$ cat config.mk
export PLATFORM = sky130hd
export DESIGN_NAME = condicionador_botao
export DESIGN_NICKNAME = d
export VERILOG_FILES = /design/src/rtl/condicionador_botao_pkg.sv /design/src/rtl/debounce_sinal.sv /design/src/rtl/condicionador_botao.sv
export SDC_FILE = /design/constraint.sdc
export NUM_CORES = 1
export LEC_CHECK = 0
export ABC_AREA = 1
export CAP_MARGIN = 20
export CORE_ASPECT_RATIO = 1.75
export CORE_UTILIZATION = 35
export DETAILED_ROUTE_END_ITERATION = 16
export MAX_ROUTING_LAYER = met4
export PLACE_DENSITY = 0.56
export SETUP_SLACK_MARGIN = 0.1
export SLEW_MARGIN = 20
export SYNTH_ARGS = -nofsm -noshare
export SYNTH_HDL_FRONTEND = slang
export SYNTH_SLANG_ARGS = --single-unit
$ cat constraint.sdc
create_clock -name clk -period 1.9 [get_ports clk]
set_input_delay 0.38 -clock clk [delete_from_list [all_inputs] [get_ports clk]]
set_output_delay 0.38 -clock clk [all_outputs]
set_load 0.02 [all_outputs]
$ cat src/rtl/condicionador_botao_pkg.sv
// Shared definitions for the pedestrian button conditioner: FSM encoding
// (common with the semaforo controller) and default timing parameters.
package condicionador_botao_pkg;

  typedef enum logic [1:0] {
    OCIOSO   = 2'd0,
    PENDENTE = 2'd1,
    BLOQUEIO = 2'd2,
    INVALIDO = 2'd3
  } estado_t;

  localparam logic [7:0] DEB_CYCLES_PADRAO = 8'd3;
  localparam logic [7:0] HOLDOFF_PADRAO    = 8'd4;

endpackage

$ cat src/rtl/debounce_sinal.sv
// Two-flop synchroniser followed by a stability-counter debounce.
// subida flags the cycle whose update takes the debounced level d from 0 to 1.
module debounce_sinal
  import condicionador_botao_pkg::*;
#(
  parameter logic [7:0] DEB_CYCLES = DEB_CYCLES_PADRAO
) (
  input  logic clk,
  input  logic rst,
  input  logic bt_bruto,
  output logic d,
  output logic subida
);

  logic       sync_p0;
  logic       sync_p1;
  logic [7:0] cnt;
  logic       muda;

  // One count short of DEB_CYCLES plus a differing sample flips d this edge.
  assign muda   = (sync_p1 != d) && ((cnt + 8'd1) == DEB_CYCLES);
  assign subida = muda && sync_p1;

  always_ff @(posedge clk) begin
    if (rst) begin
      sync_p0 <= 1'b0;
      sync_p1 <= 1'b0;
      d       <= 1'b0;
      cnt     <= 8'd0;
    end else begin
      // stage p0/p1: metastability filter
      sync_p0 <= bt_bruto;
      sync_p1 <= sync_p0;
      // stage p2: stability counter
      if (sync_p1 == d) begin
        cnt <= 8'd0;
      end else if (muda) begin
        d   <= sync_p1;
        cnt <= 8'd0;
      end else begin
        cnt <= cnt + 8'd1;
      end
    end
  end

endmodule

$ cat src/rtl/condicionador_botao.sv
// Pedestrian button conditioner: debounced rise -> one latched request with a
// single-cycle bt pulse, held until atende, followed by a hold-off window.
module condicionador_botao
  import condicionador_botao_pkg::*;
#(
  parameter logic [7:0] DEB_CYCLES = DEB_CYCLES_PADRAO,
  parameter logic [7:0] HOLDOFF    = HOLDOFF_PADRAO
) (
  input  logic       clk,
  input  logic       rst,
  input  logic       bt_bruto,
  input  logic       atende,
  output logic       bt,
  output logic       pendente,
  output logic       bloqueado,
  output logic [1:0] estado
);

  logic       nivel;
  logic       subida;
  estado_t    est_p2;
  estado_t    est_n;
  logic [7:0] hcnt_p2;
  logic [7:0] hcnt_n;
  logic       bt_n;

  debounce_sinal #(
    .DEB_CYCLES(DEB_CYCLES)
  ) u_debounce (
    .clk     (clk),
    .rst     (rst),
    .bt_bruto(bt_bruto),
    .d       (nivel),
    .subida  (subida)
  );

  always_comb begin
    est_n  = est_p2;
    hcnt_n = hcnt_p2;
    bt_n   = 1'b0;
    case (est_p2)
      OCIOSO: begin
        // a rise is only genuine while the debounced level is still low
        if (subida && !nivel) begin
          est_n = PENDENTE;
          bt_n  = 1'b1;
        end
      end
      PENDENTE: begin
        if (atende) begin
          if (HOLDOFF != 8'd0) begin
            est_n  = BLOQUEIO;
            hcnt_n = HOLDOFF - 8'd1;
          end else begin
            est_n = OCIOSO;
          end
        end
      end
      BLOQUEIO: begin
        if (hcnt_p2 == 8'd0) begin
          est_n = OCIOSO;
        end else begin
          hcnt_n = hcnt_p2 - 8'd1;
        end
      end
      default: est_n = OCIOSO;
    endcase
  end

  // stage p2: state and outputs registered together
  always_ff @(posedge clk) begin
    if (rst) begin
      est_p2    <= OCIOSO;
      hcnt_p2   <= 8'd0;
      bt        <= 1'b0;
      pendente  <= 1'b0;
      bloqueado <= 1'b0;
    end else begin
      est_p2    <= est_n;
      hcnt_p2   <= hcnt_n;
      bt        <= bt_n;
      pendente  <= (est_n == PENDENTE);
      bloqueado <= (est_n == BLOQUEIO);
    end
  end

  assign estado = est_p2;

endmodule

==> metrics.csv <==
metric,value,unit
dpl_cell_area,0.00132,mm²
num_vias,999,
synth_xor_area_frac,0.0297,
final_nets,185,
syn_area_per_cell,7.19,µm²
slew_violations,0,
cts.clk_slew.worst_paths,0.08,ns
period_share,0.863,
power_density,600,mW/mm²
syn_to_final_growth,15.4,%
crit_chain,clkdlybuf4s50_1,
die-height,78.8,µm
grt-ovfl-total,0,
cts_sinks,24,
start_util,0.372,
gp_congestion,0.817,
clk_path_buf_depth,2,
holdBufCountCts,0,
gr-usage-all-layers,0.154,
ys_ff_latch,24,
yosys.area_share.simple,0.361,
ys_types,23,
status,finished clean,
synth-adder-area-share,0.0424,
critPathLaunchType,flip-flop,
grt_pass1_vias,1018,
hp-class,reg -> reg,
critPathLaunch,estado[0]$_SDFF_PP0_,
p_leak,0.564,nW
synthMuxAreaShare,0,
final_hold_viol_count,0,
clock_skew,0.00203,ns
worstPathArrival,1.26,ns
cts_setup_buffers,0,
synth_top_family_by_area,simple AND/OR/NAND/NOR gates,
drive_gt1_frac,0.103,
grt_start_max_net_pins,13,
critical_path_buf_inv_count,1,
setup_violations,0,
synth_compound_area_frac,0.0710,
dr.pass1.iters,4,
die_w,45.9,µm
slowest_stage,clkdlybuf4s50_1,
grt_pass1_wl,4.11,mm
dp_hpwl,1.76,mm
core-area,0.00318,mm²
peakVddDrop,0.356,mV
worstSetupPathType,reg -> out,
max_freq,610,MHz
yosys_warnings,0,
tritoncts,yes,
grt_setup_unrepaired,true,
syn_area,0.00118,mm²
synthCells,164,
drv_cap,0,
clk_latency,0.26,ns
numCtsBuffers,3,
multi_input_area,594,µm²
cp_top_family,buffers and inverters,
post_drt_via_cell_ratio,4.58,
fp.dieArea,0.00362,mm²
syn_nets,172,
post-place-cells,215,
timing.slew.headroom,0.841,
std_cell_rows,27,
routed_wl,2.19,mm
crit_fanout,4,
finalSetupTns,0,ns
ant_nets,0,
worst_pin_slew,0.237,ns
drc,0,
diodes,0,
fill_cells,369,
antenna_found_initial,0,
ys_seq_area_frac,0.407,
postLayoutCellArea,0.00136,mm²
cpPeakStageDelay,0.62,ns
root_buffer,clkbuf_8,
final_cells,218,
wl_per_cell,10.0,µm
worstHoldStart,u_debounce.sync_p0$_SDFF_PP0_,
endpoint_kind,primary output,
htree_levels,1,
ctsResizeCount,0,
period_needed,1.64,ns
critPathRequiredTime,1.52,ns
drt_first_iter_violations,22,
regToRegStartpoint,u_debounce.cnt[1]$_SDFF_PP0_,
seqCellArea,480,µm²
ios,9,
io_buffers,8,
[layout by cell type (no fill, tap or decap), types with 2 or more instances in the layout]
cell             synthesis  layout
xor2_1                   4       4
clkbuf_8                 0       3
clkdlybuf4s50_1          0       8
ha_1                     4       4
dfxtp_1                 24      24
inv_1                   25      25
nand2_1                 33      33
nand4_1                  4       4
nand3_1                 12      12
a21oi_1                 13      13
nand2_2                  5       5
nor2_1                  23      23
nor2_4                   2       2
nor3_1                   2       2
[path summary, 6_finish.rpt]
path | endpoint | slack [ns] | depth (start not counted)
worst max-delay path | estado[0] | 0.26 | 1
worst min-delay path | u_debounce.sync_p1$_SDFF_PP0_ | 0.41 | 2
worst max register to register | u_debounce.cnt[6]$_SDFF_PP0_ | 0.31 | 8
worst min register to register | u_debounce.sync_p1$_SDFF_PP0_ | 0.41 | 2
[per-stage QoR]
step                setup WS [ns]  hold WS (ns)  utilization  power, W
finish                      0.260         0.407        0.429  0.000817
detailed placement          0.319         0.400        0.415  0.000542
global route               0.0980         0.428        0.429  0.000853
CTS                         0.250         0.411        0.428  0.000832
global placement            0.346         0.393        0.415  0.000542
floorplan                   0.492         0.388            -  0.000530
[cell type report]
class,instances,share of cell area
Multi-Input combinational cell,112,0.437
Sequential cell,24,0.353
Inverter,27,0.0763
Clock buffer,3,0.0303
Timing Repair Buffer,9,0.0643
Tap cell,43,0.0395
[sequential cells by signal, summed over array words and instances (netlist names)]
register,count
estado,2
u_debounce.d,1
u_debounce.sync_p0,1
u_debounce.cnt,8
u_debounce.sync_p1,1
bloqueado,1
hcnt_p2,8
pendente,1
bt,1
[power by group]
group          internal (W)  switching, W  leakage (nW)
clock network      0.000141      0.000146        0.0216
logic             0.0000102     0.0000125         0.349
registers          0.000505    0.00000192         0.194
total              0.000656      0.000161         0.564
[cell families (layout without fill, tap and decap cells)]
| logic type | count (synthesis) | in the layout |
|---|---|---|
| xor+xnor | 4 | 4 |
| buf+inv | 28 | 39 |
| simple gates | 88 | 88 |
| fa+ha+maj | 4 | 4 |
| flops | 24 | 24 |
| compound gates | 16 | 16 |
[worst reg2reg max path: cells and delay by family, from the launching register on]
kind	cells	cell delay (ns)
AO/OA/AOI/OAI	2	0.22
adder cells (fa/ha/maj)	1	0.24
AND/OR/NAND/NOR	5	0.63
flip-flops	1	0.40
[synthesized netlist by cell type]
library cell / count / area (µm²)
nand2_1: 33 / 124
inv_1: 25 / 93.8
dfxtp_1: 24 / 480
nor2_1: 23 / 86.3
a21oi_1: 13 / 65.1
nand3_1: 12 / 60.1
nand2_2: 5 / 31.3
ha_1: 4 / 50.1
nand4_1: 4 / 25.0
xor2_1: 4 / 35.0
inv_2: 2 / 7.51
nor2_4: 2 / 22.5
nor3_1: 2 / 10.0
o21ai_0: 2 / 10.0
and2_1: 1 / 6.26
clkbuf_1: 1 / 3.75
nand3_2: 1 / 10.0
nand3_4: 1 / 17.5
nand3b_1: 1 / 7.51
nand4_2: 1 / 12.5
nor2_2: 1 / 6.26
nor2b_1: 1 / 6.26
o21ai_2: 1 / 8.76
[routing by layer]
| metal | vias to the layer above | track usage | part of all wire |
|---|---|---|---|
| met2 | 14 | 0.266 | 0.55 |
| met3 | 6 | 0.0205 | 0.024 |
| li1 | 535 | - | - |
| met4 | 0 | 0.0765 | 0.030 |
| met5 | - | - | 0 |
| met1 | 444 | 0.161 | 0.40 |
No activity file was read; power rests on OpenSTA's default activity.
